$ cat src/rtl/rv32_mod_bus_arbiter.sv
// Two-port bus arbiter: LSU (port 0, priority) and fetch (port 1) share one
// external bus. Each port holds one pending request; port 1 is protected from
// starvation and a stuck bus is aborted after TIMEOUT cycles.
module rv32_mod_bus_arbiter #(
  parameter int unsigned TIMEOUT    = 255,
  parameter int unsigned MAX_CONSEC = 4
) (
  input  logic        clk,
  input  logic        reset,
  input  logic        m0_req,
  input  logic        m0_wr,
  input  logic [3:0]  m0_be,
  input  logic [31:0] m0_addr,
  input  logic [31:0] m0_do,
  output logic        m0_busy,
  output logic        m0_ack,
  output logic        m0_err,
  output logic [31:0] m0_di,
  input  logic        m1_req,
  input  logic        m1_wr,
  input  logic [3:0]  m1_be,
  input  logic [31:0] m1_addr,
  input  logic [31:0] m1_do,
  output logic        m1_busy,
  output logic        m1_ack,
  output logic        m1_err,
  output logic [31:0] m1_di,
  output logic        bus_req,
  output logic        bus_wr,
  output logic [3:0]  bus_be,
  output logic [31:0] bus_addr,
  output logic [31:0] bus_do,
  input  logic        bus_ack,
  input  logic        bus_err,
  input  logic [31:0] bus_di
);

  // Counters keep at least one bit so TIMEOUT=0 / MAX_CONSEC=0 still elaborate.
  localparam int unsigned TW = (TIMEOUT > 0) ? $clog2(TIMEOUT + 1) : 1;
  localparam int unsigned SW = (MAX_CONSEC > 0) ? $clog2(MAX_CONSEC + 1) : 1;
  localparam logic [TW-1:0] TMO_LIM = TW'(TIMEOUT);
  localparam logic [SW-1:0] STV_LIM = SW'(MAX_CONSEC);

  typedef enum logic {StIdle, StBusy} state_e;

  state_e r_state, w_state_d;

  logic [1:0]       r_pv, r_pwr;
  logic [1:0][3:0]  r_pbe;
  logic [1:0][31:0] r_paddr, r_pdo;
  logic             r_gnt;
  logic [SW-1:0]    r_stv;
  logic [TW-1:0]    r_tmo;
  logic             r_bus_req, r_bus_wr;
  logic [3:0]       r_bus_be;
  logic [31:0]      r_bus_addr, r_bus_do;

  logic [1:0]       w_req, w_wr, w_busy;
  logic [1:0][3:0]  w_be;
  logic [1:0][31:0] w_addr, w_do;
  logic             w_grant, w_sel, w_tmo, w_ok, w_fail, w_done;

  assign w_req  = {m1_req, m0_req};
  assign w_wr   = {m1_wr, m0_wr};
  assign w_be   = {m1_be, m0_be};
  assign w_addr = {m1_addr, m0_addr};
  assign w_do   = {m1_do, m0_do};

  assign bus_req  = r_bus_req;
  assign bus_wr   = r_bus_wr;
  assign bus_be   = r_bus_be;
  assign bus_addr = r_bus_addr;
  assign bus_do   = r_bus_do;

  // FSM state register
  always_ff @(posedge clk or posedge reset) begin
    if (reset) r_state <= StIdle;
    else       r_state <= w_state_d;
  end

  // Arbitration choice, completion decode and next state
  always_comb begin
    w_state_d = r_state;
    w_grant   = 1'b0;
    w_tmo     = 1'b0;
    w_ok      = 1'b0;
    w_fail    = 1'b0;
    w_done    = 1'b0;
    // Port 1 wins only when port 0 is absent or has used up its run of grants.
    w_sel     = r_pv[1] && (!r_pv[0] || (r_stv == STV_LIM));
    case (r_state)
      StIdle: begin
        if (|r_pv) begin
          w_grant   = 1'b1;
          w_state_d = StBusy;
        end
      end
      StBusy: begin
        w_tmo  = (TIMEOUT != 0) && (r_tmo == TMO_LIM);
        // err dominates ack; a real ack in the timeout cycle still counts.
        w_ok   = bus_ack && !bus_err;
        w_fail = bus_err || (w_tmo && !bus_ack);
        w_done = w_ok || w_fail;
        if (w_done) w_state_d = StIdle;
      end
      default: w_state_d = StIdle;
    endcase
  end

  // Port-facing completion and busy outputs
  always_comb begin
    m0_ack    = w_ok && !r_gnt;
    m1_ack    = w_ok && r_gnt;
    m0_err    = w_fail && !r_gnt;
    m1_err    = w_fail && r_gnt;
    m0_di     = m0_ack ? bus_di : 32'h0;
    m1_di     = m1_ack ? bus_di : 32'h0;
    // Busy drops in the completion cycle so a port can re-request back to back.
    w_busy[0] = r_pv[0] && !(w_done && !r_gnt);
    w_busy[1] = r_pv[1] && !(w_done && r_gnt);
    m0_busy   = w_busy[0];
    m1_busy   = w_busy[1];
  end

  // Per-port pending request registers
  always_ff @(posedge clk or posedge reset) begin
    if (reset) begin
      r_pv    <= '0;
      r_pwr   <= '0;
      r_pbe   <= '0;
      r_paddr <= '0;
      r_pdo   <= '0;
    end else begin
      for (int n = 0; n < 2; n++) begin
        if (w_done && (r_gnt == 1'(n))) r_pv[n] <= 1'b0;
        if (w_req[n] && !w_busy[n]) begin
          r_pv[n]    <= 1'b1;
          r_pwr[n]   <= w_wr[n];
          r_pbe[n]   <= w_be[n];
          r_paddr[n] <= w_addr[n];
          r_pdo[n]   <= w_do[n];
        end
      end
    end
  end

  // Bus-side registers, timeout counter and starvation counter
  always_ff @(posedge clk or posedge reset) begin
    if (reset) begin
      r_bus_req  <= 1'b0;
      r_bus_wr   <= 1'b0;
      r_bus_be   <= '0;
      r_bus_addr <= '0;
      r_bus_do   <= '0;
      r_gnt      <= 1'b0;
      r_tmo      <= '0;
      r_stv      <= '0;
    end else begin
      r_bus_req <= w_grant;
      if (w_grant) begin
        r_gnt      <= w_sel;
        r_bus_wr   <= r_pwr[w_sel];
        r_bus_be   <= r_pbe[w_sel];
        r_bus_addr <= r_paddr[w_sel];
        r_bus_do   <= r_pdo[w_sel];
        r_tmo      <= '0;
      end else if (w_done) begin
        r_bus_wr   <= 1'b0;
        r_bus_be   <= '0;
        r_bus_addr <= '0;
        r_bus_do   <= '0;
      end else if ((r_state == StBusy) && (r_tmo != TMO_LIM)) begin
        r_tmo <= r_tmo + 1'b1;
      end

      if (!r_pv[1]) begin
        r_stv <= '0;
      end else if (w_grant) begin
        if (w_sel)                 r_stv <= '0;
        else if (r_stv != STV_LIM) r_stv <= r_stv + 1'b1;
      end
    end
  end

endmodule

$ cat config.mk
export PLATFORM = sky130hd
export DESIGN_NAME = rv32_mod_bus_arbiter
export DESIGN_NICKNAME = d
export VERILOG_FILES = /design/src/rtl/rv32_mod_bus_arbiter.sv
export SDC_FILE = /design/constraint.sdc
export NUM_CORES = 1
export LEC_CHECK = 0
export CAP_MARGIN = 0
export CELL_PAD_IN_SITES_DETAIL_PLACEMENT = 1
export CELL_PAD_IN_SITES_GLOBAL_PLACEMENT = 2
export CORE_AREA = 3 3 151 226
export DETAILED_ROUTE_END_ITERATION = 7
export DIE_AREA = 0 0 154 229
export PLACE_DENSITY = 0.79
export RECOVER_POWER = 50
export REMOVE_ABC_BUFFERS = 1
export SLEW_MARGIN = 10
export SYNTH_ARGS = -nofsm -noshare
export SYNTH_HDL_FRONTEND = slang
export SYNTH_SLANG_ARGS = --single-unit
$ cat constraint.sdc
create_clock -name clk -period 9.35 [get_ports clk]
set_input_delay 1.87 -clock clk [delete_from_list [all_inputs] [get_ports clk]]
set_output_delay 1.87 -clock clk [all_outputs]
set_load 0.05 [all_outputs]
Yosys cells after proc, flatten, opt, wreduce, memory -nomap -nowiden
Index checks and enable logic that the tools add are counted.

Flip-flop bits (word level): 223. Bits of input ports: 176. Logic and storage cells: 99.

Add/subtract/negate cells: 2. Order comparisons: 1. Equality and inequality tests: 7. Muxes and demuxes: 35. Bitwise logic cells: 2. Reductions and logical operators: 33.

Operators with widths (count): 2-to-1 mux 32 bit (9); 2-to-1 mux 8 bit (3); 2-to-1 mux 4 bit (4); logical AND 1 bit (15); 2-to-1 mux 1 bit (14); 2-to-1 mux 3 bit (4); adder 8 x 1 -> 8 bit (second input constant) (1); == test 8 bit (second input constant) (1); zero test 1 bit (8); != test 8 bit (second input constant) (1); nonzero test 2 bit (4); AND reduction 2 bit (2); adder 3 x 1 -> 3 bit (second input constant) (1); == test 3 bit (second input constant) (1); logical OR 1 bit (3); != test 3 x 1 -> 1 bit (second input constant) (1); != test 3 bit (second input constant) (1); less-than comparator 1 x 2 -> 1 bit (second input constant) (1); != test 2 x 1 -> 1 bit (second input constant) (1); != test 2 bit (second input constant) (1); NOT 1 bit (2); one-hot mux 1 bit (2 select lines) (1); OR reduction 2 bit (1).

Logic depth before layout (Yosys ltp)
Gate-level depths: netlist of run 1.

Depth after elaboration: 11. Depth in mapped cells: 9. Depth with buffers taken out: 6.

Least setup slack after synthesis of run 1
OpenSTA, ideal clock, no wires.

Path type: input-to-output. Start point: input port bus_err. End point: output port m0_busy. Arrival time: 3324 ps. Data required time: 7480 ps. Path slack: 4156 ps. Stages on the path: 3. Path buffers: 0. Cell sequence: nor2_1 -> o21ai_0 -> a21boi_0.

Word-level cells in the longest chain between the ends: 7. Elaborated cells on any way between the ends: 8. Those cells by class: mux (1); reduce/logical (7).

Ends and longest elaborated chain: from (decl) (RTL line 34) `input logic bus_err,`; zero test 1 bit (RTL line 101) `w_ok = bus_ack && !bus_err;`; logical AND 1 bit (RTL line 101); logical OR 1 bit (*) (RTL line 103) `w_done = w_ok || w_fail;`; 2-to-1 mux 1 bit (*) (RTL line 91) `case (r_state)`; logical AND 1 bit (*) (RTL line 119) `w_busy[0] = r_pv[0] && !(w_done && !r_gnt);`; zero test 1 bit (*) (RTL line 119); logical AND 1 bit (*) (RTL line 119); to (decl) (RTL line 15) `output logic m0_busy,`.

Mark *: on every way between the ends. The rest lies on a longest branch, timed or not.

==> results of run 1 <==
-- per-stage QoR --
step | area (sq um) | setup slack [ns]
2_1_floorplan | 9360 | 1.37
3_3_place_gp | 13100 | 3.54
3_5_place_dp | 13100 | 3.51
4_1_cts | 13900 | 3.50
5_1_grt | 13900 | 2.06
6_report | 13900 | 3.05
-- registers in the layout (all words and copies together), names as in the netlist --
| register | flops |
|---|---|
| bus_addr | 32 |
| bus_be | 4 |
| bus_do | 32 |
| bus_req | 1 |
| bus_wr | 1 |
| r_gnt | 1 |
| r_paddr | 64 |
| r_pbe | 8 |
| r_pdo | 64 |
| r_pv | 2 |
| r_pwr | 2 |
| r_state | 1 |
| r_stv | 3 |
| r_tmo | 8 |
-- metal layers --
metal | global-route usage, % | routed length (um) | up-vias
li1 | - | - | 3106
met1 | 18.1 | 10900 | 3449
met2 | 30.7 | 15900 | 236
met3 | 4.31 | 2120 | 34
met4 | 4.78 | 603 | 0
met5 | 0 | 0 | -
-- worst max-delay path, cell delays in order --
cell           delay (ns)
dlygate4sd3_1        0.54
clkinvlp_2           2.43
clkbuf_2             1.63
-- report_power, final --
| group | internal (mW) | switching, mW | total (mW) |
|---|---|---|---|
| Sequential | 1.43 | 0.264 | 1.70 |
| Clock | 0.527 | 0.397 | 0.924 |
| Combinational | 0.917 | 1.27 | 2.19 |
| Total | 2.88 | 1.93 | 4.81 |
-- cells in the final DEF, fill, tap and decap left out, types with 8 or more instances in the layout --
master and n:
clkdlybuf4s50_1 292, dlygate4sd3_1 23, and2_1 66, mux2i_1 71, clkbuf_1 8, mux2_1 20, o21ai_0 9, mux2_2 118
o2bb2ai_1 69, dfrtp_1 223, clkbuf_16 23, nand2_1 9
-- final cells by class --
type                            count  area [sq um]  share of cell area, %
Tap cell                          415           519                   3.75
Clock buffer                       30           622                   4.49
Antenna cell                        5          12.5                 0.0903
Multi-Input combinational cell    419          3760                   27.2
Inverter                            7          27.5                  0.199
Clock inverter                     12           119                  0.858
Sequential cell                   223          5580                   40.3
Timing Repair Buffer              325          3210                   23.2
-- how the worst max path moves through the flow --
stage | cells past startpoint | slack (ns) | from | endpoint
detailed placement | 5 | 3.51 | bus_ack | m1_busy
CTS | 5 | 3.50 | bus_ack | m1_busy
floorplan | 1 | 1.37 | reset | bus_addr[0]$_DFFE_PP0P_
global placement | 5 | 3.54 | bus_ack | m1_busy
global route | 3 | 2.06 | reset | r_paddr[33]$_DFFE_PP0P_
finish | 3 | 3.05 | reset | r_paddr[38]$_DFFE_PP0P_
-- kinds of logic (layout without fill, tap and decap cells) --
family | count (synthesis) | count (layout) | synth area share (%)
DFF | 223 | 223 | 57.9
muxes | 209 | 209 | 23.5
and+or+nand+nor | 109 | 109 | 6.58
AOI/OAI and AO/OA | 98 | 98 | 8.43
buffers and inverters | 55 | 374 | 3.26
adders and majority gates | 3 | 3 | 0.389
other | 0 | 5 | 0
==> run metrics, run 1 <==
postcts setup bufs 0; synth top area cells dfrtp_1 (58%), mux2_2 (14%), mux2i_1 (7.4%); WL per Instance 20.6 um; crit path DAT between 6 and 7 ns; total track usage between 15 and 20%; Routed Wire Length 29600 um; final slew viol count between 300 and 400; Std-Cell Core Area 32500 sq um; drt drc 0; Final Non-Filler Cells ~1400; Worst setup EP type async pin; fraction of registers with async set/reset 100%; Num CTS Buffers 23; antenna violations before repair 5; fmax ~160 MHz; reported max-cap violation count 5; utilization after layout 42.6%; post-route antenna net violation count 0; # setup viols final 0; critical setup path kind in -> async; Hold Crit Class reg -> reg; dpl cells roughly 1400; post-synthesis cell area just under 10000 sq um; setup_tns 0 ns; PwrDens between 300 and 400 nW/um^2; via density per instance between 4 and 5; hold path start bus_be[2]$_DFFE_PP0P_; Worst setup SP type primary input; Fin Hold WS 0.485 ns; RSZ-0062 raised after global routing no; area share of the leading cell type in the synthesized netlist between 50% and 60%; count leader, synth dfrtp_1; top post-synthesis cells by count dfrtp_1 (223), mux2_2 (118), mux2i_1 (71); Final nets 1178; Final period util 67.4%; RD Place Congestion 0.755; IO Pins between 300 and 400; vias in the first global route roughly 7600; Crit Path Max Fanout 92; Hold Vio Cnt, Final 0; Syn-to-layout area delta 43.7%; Worst Hold Depth 1; r2r setup slk 4.76 ns; RR Endpoint r_gnt$_DFFE_PP0P_; fillers 3395; vias 6825; Hold Path End bus_be[2]$_DFFE_PP0P_; min cycle time layout between 6 and 7 ns; peak supply drop 0.194 mV; CTS Root Cell clkbuf_16; DRT Pass-1 Iters 4; detailed placement HPWL 19800 um; FF-to-FF path depth 4; Max-slew headroom -193%; failing checks max-capacitance violations, max-slew violations; layout cells sized above 1 ~17%; Post-synth EDFFs 0; clock slew at reported path FFs 0.06 ns; Ys Warns 0; first-pass GRT wire length ~46000 um; Seq/Total Area, Yosys 57.9%; final total power around 4.8 mW; Clk Latency, worst-skew pair 0.52 ns; die height between 200 and 250 um; H-tree Lvls 1; static leakage 5.83 nW; Starting Density ~30%; Clock Sink Count roughly 220; Yosys cell types 38; GR Overflow Total 0; FF+latch count, synth roughly 220; post-synthesis average cell area between 10 and 15 sq um; r2r startpoint r_state$_DFF_PP0_; Synth area leader dfrtp_1; # rows 81; clock skew about 0.012 ns; CTS tree done; cells after synthesis approximately 700; Port Buf Inserts ~320; cts hold-fix bufs 0; post-cts gate resize count 0; Worst Tran Pin Value approximately 4.4 ns; ys flop type dfrtp_1; largest net degree at the start of global routing 93; Die Width between 150 and 200 um; Crit path required time just under 10 ns; Die ar. between 30000 and 40000 sq um; clk buf depth 3; outcome finished with violations; first-iteration detailed-routing DRC count 180
(Power assumes the default switching activity.)
==> run 2: changes to the inputs <==
==> constraint.sdc (replaced) <==
create_clock -name clk -period 6.5 [get_ports clk]
set_input_delay 1.3 -clock clk [delete_from_list [all_inputs] [get_ports clk]]
set_output_delay 1.3 -clock clk [all_outputs]
set_load 0.05 [all_outputs]
==> run 2 against run 1 <==
Against the previous run:
- the flow still finishes with violations (max-capacitance violations, max-slew violations)
- global-route usage down 0.55 points
- sequential power increased by 44%
- worst hold slack better by 0.0019 ns
- first-iteration DRC count is the same
- sequential cell count did not move
- critical path type unchanged
- critical endpoint is now bus_addr[30]$_DFFE_PP0P_
- largest power group unchanged
==> run metrics, run 2 (same netlist as run 1, synthesis figures left out) <==
dpl cells 1389 (unchanged); CTS tree done (unchanged); FF-to-FF path depth 3 (was 4); clock slew at reported path FFs 0.06 ns (about the same); Port Buf Inserts 315 (unchanged); Routed Wire Length 29000 um (was 29600 um); Crit path required time 6.25 ns (was 9.63 ns); layout cells sized above 1 16.6% (was 16.8%); Std-Cell Core Area 32500 sq um (unchanged); CP bufs+invs 2 (was 3); largest net degree at the start of global routing 131 (was 93); delay-heaviest family, CP buffers and inverters (unchanged); most frequent cells in the layout clkdlybuf4s50_1 (297), dfrtp_1 (223), mux2_2 (118) (was clkdlybuf4s50_1 (292), dfrtp_1 (223), mux2_2 (118)); Die Width 154 um (unchanged); static leakage 5.86 nW (was 5.83 nW); postcts setup bufs 0 (unchanged); sequential share of power 35.0% (was 35.3%); r2r setup slk 1.94 ns (was 4.76 ns); r2r startpoint r_state$_DFF_PP0_ (unchanged); crit path cell chain dlygate4sd3_1 > inv_1 (was dlygate4sd3_1 > clkinvlp_2 > clkbuf_2); final slew viol count 192 (was 308); vias 6845 (was 6825); Final period util around three quarters; vias in the first global route 7520 (was 7649); Num CTS Buffers 24 (was 23); min cycle time layout ~4.8 ns; via density per instance 4.77 (was 4.75); area of the multi-input gates 3750 sq um (was 3760 sq um); Crit Path Max Fanout 94 (was 92); commonest non-fill, non-tap cell in the layout clkdlybuf4s50_1 (unchanged); Worst setup EP type async pin (unchanged); RSZ-0062 raised after global routing no (unchanged); critical setup path kind in -> async (unchanged); Final Non-Filler Cells 1434 (was 1436); Setup WS post-layout 1.71 ns (was 3.05 ns); H-tree Lvls 1 (unchanged); CP startpoint reset (unchanged); Max-slew headroom -192% (was -193%); crit path DAT 4.54 ns (was 6.58 ns); switching share of total power 39.5% (was 40.2%); fmax between 200 and 250 MHz; WL per Instance 20.2 um (was 20.6 um); # setup viols final 0 (unchanged); Regs by FF count r_paddr (64), r_pdo (64) (unchanged); peak supply drop 0.276 mV (was 0.194 mV); post-route antenna net violation count 0 (unchanged); first-pass GRT wire length 44500 um (was 45700 um); CTS Root Cell clkbuf_16 (unchanged); switching power 2.75 mW (was 1.93 mW); reported max-cap violation count 3 (was 5); total track usage 15.9% (was 16.4%); Worst Tran Pin Value 4.38 ns (was 4.40 ns); antenna violations before repair 3 (was 5); Syn-to-layout area delta 44.3% (was 43.7%); end of the critical path bus_addr[30]$_DFFE_PP0P_ (was r_paddr[38]$_DFFE_PP0P_); Die ar. 35300 sq um (unchanged); Sequential Area 5580 sq um (unchanged); Cell Int Power 4.21 mW (was 2.88 mW); slowest stage cell, crit path inv_1 (was clkinvlp_2); post-cts gate resize count 0 (unchanged); Fin Hold WS 0.487 ns (was 0.485 ns); die height 229 um (unchanged); DRT Pass-1 Iters 4 (unchanged); DP Worst Slack 1.82 ns (was 3.51 ns); Worst setup SP type primary input (unchanged); Comb power frac 45.0% (was 45.5%); Starting Density 29.6% (unchanged); fillers 3393 (was 3395); Hold Crit Class reg -> reg (unchanged); drt drc 0 (unchanged); Hold Vio Cnt, Final 0 (unchanged); PwrDens 501 nW/um^2 (was 347 nW/um^2); clk buf depth 3 (unchanged); first-iteration detailed-routing DRC count 180 (unchanged); failing checks max-capacitance violations, max-slew violations (unchanged); Final nets 1179 (was 1178); cts hold-fix bufs 0 (unchanged); # rows 81 (unchanged); Largest stage delay, worst path 2.55 ns (was 2.43 ns); outcome finished with violations (unchanged); detailed placement HPWL 19600 um (was 19800 um); clock skew 0.00890 ns (was 0.0117 ns); Clk Latency, worst-skew pair 0.51 ns (was 0.52 ns); Clock Sink Count 223 (unchanged); GR Overflow Total 0 (unchanged); RR Endpoint bus_addr[6]$_DFFE_PP0P_ (was r_gnt$_DFFE_PP0P_); Clk pwr share 20.0% (was 19.2%); instance count on the critical path 2 (was 3); RD Place Congestion 0.766 (was 0.755); IO Pins 316 (unchanged)
==> run 2: cell count changes in the layout (fill, tap and decap cells not counted), sizes merged <==
cell,delta
clkbuf,+4
clkinvlp,-1
clkinv,-5
diode,-2
buf,+2
dlygate4sd3,-5
clkdlybuf4s50,+5
==> run 2: power by group through the flow <==
stage	Sequential, mW	Combinational (mW)	Clock, mW
floorplan	3.02	1.57	0
global placement	2.44	3.15	0
detailed placement	2.46	3.20	0
CTS	2.45	3.21	1.44
global route	2.52	3.35	1.51
finish	2.44	3.14	1.39
==> run 2: worst register-to-register path, cell delays in order, from the launching register on <==
cell       delay [ns]
dfrtp_1          0.71
o21bai_1         0.24
clkbuf_1         3.09
o2bb2ai_1        0.22
==> run 2: worst min-delay path by stage <==
stage	start	end	slack, ns	cells past startpoint
after floorplan	r_pbe[4]$_DFFE_PP0P_	r_pbe[4]$_DFFE_PP0P_	0.46	1
after global placement	r_pdo[37]$_DFFE_PP0P_	r_pdo[37]$_DFFE_PP0P_	0.47	1
after detailed placement	bus_addr[15]$_DFFE_PP0P_	bus_addr[15]$_DFFE_PP0P_	0.47	1
after CTS	r_pdo[37]$_DFFE_PP0P_	r_pdo[37]$_DFFE_PP0P_	0.49	1
after global routing	bus_do[30]$_DFFE_PP0P_	bus_do[30]$_DFFE_PP0P_	0.51	1
final	bus_addr[13]$_DFFE_PP0P_	bus_addr[13]$_DFFE_PP0P_	0.49	1
==> run 2: area by class of cell <==
| class | instances | share of cell area (%) |
|---|---|---|
| timing repair buffer | 325 | 23.2 |
| sequential | 223 | 40.1 |
| antenna | 3 | 0.0539 |
| inverter | 7 | 0.189 |
| clock buffer | 36 | 5.15 |
| clock inverter | 6 | 0.611 |
| tap | 415 | 3.73 |
| multi-input combinational | 419 | 26.9 |
==> run 2: metal layers <==
layer	vias up	global-route usage, %	routed length, um
met2	238	29.6	15400
li1	3113	-	-
met1	3461	17.6	10900
met4	0	4.14	548
met3	33	4.39	2150
met5	-	0	0
==> run 2: stage by stage <==
step                power (mW)  TNS, ns  area [sq um]  util [%]
CTS                       7.10        0         14000      42.9
finish                    6.97        0         13900      42.8
global placement          5.58        0         13200      40.4
global route              7.39        0         13900      42.8
floorplan                 4.59  -202.06          9360         -
detailed placement        5.66        0         13200      40.4
==> run 3: changes to the inputs <==
==> constraint.sdc (replaced) <==
create_clock -name clk -period 4.7 [get_ports clk]
set_input_delay 0.94 -clock clk [delete_from_list [all_inputs] [get_ports clk]]
set_output_delay 0.94 -clock clk [all_outputs]
set_load 0.05 [all_outputs]
==> run 3 against run 2 <==
Against the previous run:
- the flow still finishes with violations (max-capacitance violations, max-slew violations)
- sequential power up 38%
- sequential share of layout area increased by 0.55 points
- combinational power rose by 39%
- critical endpoint is now m1_busy
- power grew 37%
- register-to-register slack worse by 0.83 ns
- highest routed layer is now met5
- routed wire length decreased by 0.70%
- worst setup slack worse by 1.0 ns
- clock power increased by 31%
- core utilization decreased by 0.58 points
==> run metrics, run 3 (same netlist as run 1, synthesis figures left out) <==
Clock Sink Count 223 (unchanged); clock skew 0.0194 ns (was 0.00890 ns); Final period util a little under nine tenths; sequential share of power 35.3% (was 35.0%); Routed Wire Length 28800 um (was 29000 um); Cell Int Power 5.77 mW (was 4.21 mW); Largest stage delay, worst path 0.82 ns (was 2.55 ns); total track usage 15.9% (about the same); cts hold-fix bufs 0 (unchanged); outcome finished with violations (unchanged); fmax approximately 250 MHz; first-iteration detailed-routing DRC count 174 (was 180); Worst Tran Pin Value 2.97 ns (was 4.38 ns); failing checks max-capacitance violations, max-slew violations (unchanged); die height 229 um (unchanged); clk buf depth 3 (unchanged); vias 6866 (was 6845); Syn-to-layout area delta 42.4% (was 44.3%); antenna violations before repair 4 (was 3); Fin Hold WS 0.485 ns (was 0.487 ns); detailed placement HPWL 19500 um (was 19600 um); min cycle time layout 4.01 ns; Regs by FF count r_paddr (64), r_pdo (64) (unchanged); # rows 81 (unchanged); IO Pins 316 (unchanged); Worst setup EP type output pin (was async pin); Crit path required time 3.76 ns (was 6.25 ns); commonest non-fill, non-tap cell in the layout clkdlybuf4s50_1 (unchanged); post-cts gate resize count 0 (unchanged); WL per Instance 20.1 um (was 20.2 um); CP startpoint bus_ack (was reset); Hold Crit Class reg -> reg (unchanged); Comb power frac 45.6% (was 45.0%); crit path cell chain dlygate4sd3_1 > nor2_1 > o21a_1 > o21a_1 > clkdlybuf4s50_1 (was dlygate4sd3_1 > inv_1); via density per instance 4.79 (was 4.77); Clk Latency, worst-skew pair 0.52 ns (was 0.51 ns); switching power 3.78 mW (was 2.75 mW); utilization after layout 42.2% (was 42.8%); Max-slew headroom -98.2% (was -192%); CP bufs+invs 2 (unchanged); RSZ-0062 raised after global routing no (unchanged); dpl cells 1392 (was 1389); Die ar. 35300 sq um (unchanged); largest net degree at the start of global routing 133 (was 131); peak supply drop 0.422 mV (was 0.276 mV); CTS tree done (unchanged); crit path DAT 3.07 ns (was 4.54 ns); Clk pwr share 19.1% (was 20.0%); RD Place Congestion 0.746 (was 0.766); postcts setup bufs 0 (unchanged); reported max-cap violation count 5 (was 3); Port Buf Inserts 315 (unchanged); most frequent cells in the layout clkdlybuf4s50_1 (247), dfrtp_1 (223), mux2_2 (118) (was clkdlybuf4s50_1 (297), dfrtp_1 (223), mux2_2 (118)); Crit Path Max Fanout 7 (was 94); Final Non-Filler Cells 1434 (unchanged); fillers 3432 (was 3393); Hold Vio Cnt, Final 0 (unchanged); # setup viols final 0 (unchanged); Std-Cell Core Area 32500 sq um (unchanged); Num CTS Buffers 23 (was 24); Starting Density 29.6% (unchanged); static leakage 5.96 nW (was 5.86 nW); vias in the first global route 7424 (was 7520); H-tree Lvls 1 (unchanged); r2r startpoint r_tmo[0]$_DFFE_PP0P_ (was r_state$_DFF_PP0_); Worst setup SP type primary input (unchanged); Final nets 1181 (was 1179); CTS Root Cell clkbuf_16 (unchanged); slowest stage cell, crit path clkdlybuf4s50_1 (was inv_1); final slew viol count 355 (was 192); switching share of total power 39.6% (was 39.5%); post-route antenna net violation count 0 (unchanged); DRT Pass-1 Iters 4 (unchanged); critical setup path kind in -> out (was in -> async); drt drc 0 (unchanged); Die Width 154 um (unchanged); delay-heaviest family, CP buffers and inverters (unchanged); clock slew at reported path FFs 0.06 ns (about the same); CP most frequent cell o21a_1; first-pass GRT wire length 44300 um (was 44500 um); layout cells sized above 1 23.4% (was 16.6%); GR Overflow Total 0 (unchanged); hold path start bus_do[29]$_DFFE_PP0P_ (was bus_addr[13]$_DFFE_PP0P_); PwrDens 696 nW/um^2 (was 501 nW/um^2)
## run 3: changes by cell type in the layout (fill, tap and decap cells not counted), moves of 2 or more
cell             change
buf_4               +64
clkdlybuf4s50_1     -50
dlygate4sd3_1       -16
clkinv_2             +4
clkbuf_1             -3
clkbuf_2             +3
buf_12               +2
clkbuf_16            -2
## run 3: final cells by class
cell class,count,area [sq um],area share [%]
well taps,415,519,3.78
repair buffers,328,3110,22.6
inverters,7,30.0,0.219
diodes,4,10.0,0.0729
clock buffers,30,642,4.67
clock inverters,8,90.1,0.656
multi-input cells,419,3750,27.3
flip-flops and latches,223,5580,40.6
## run 3: final timing paths
check                                               end  depth (start not counted)  slack, ns
worst min-delay path             bus_do[29]$_DFFE_PP0P_                          1       0.48
worst min register to register   bus_do[29]$_DFFE_PP0P_                          1       0.48
min in group asynchronous         bus_do[1]$_DFFE_PP0P_                          2       1.72
worst max-delay path                            m1_busy                          5       0.69
max in group asynchronous       r_paddr[60]$_DFFE_PP0P_                          3       1.10
worst max register to register  r_paddr[45]$_DFFE_PP0P_                          6       1.11
## run 3: metal layers
layer / GRT usage, % / vias to the layer above / wire length [um]
li1: - / 3106 / -
met1: 17.3 / 3478 / 10300
met2: 29.6 / 242 / 15400
met3: 4.01 / 38 / 2130
met4: 5.39 / 2 / 854
met5: 0 / - / 12
## run 3: power by group through the flow
| stage | Clock (mW) | Sequential, mW | Combinational (mW) |
|---|---|---|---|
| detailed placement | 0 | 3.40 | 4.46 |
| floorplan | 0 | 4.17 | 2.17 |
| global placement | 0 | 3.37 | 4.37 |
| CTS | 1.89 | 3.38 | 4.46 |
| global route | 1.98 | 3.50 | 4.66 |
| finish | 1.82 | 3.37 | 4.36 |
## run 3: stage by stage
step / power, mW / TNS [ns] / worst slack, ns / instance area (sq um)
global route: 10.1 / 0 / 0.515 / 13700
CTS: 9.73 / 0 / 0.752 / 13800
global placement: 7.74 / 0 / 0.782 / 13100
detailed placement: 7.86 / 0 / 0.757 / 13100
finish: 9.55 / 0 / 0.693 / 13700
floorplan: 6.35 / -559.81 / -2.35 / 9360
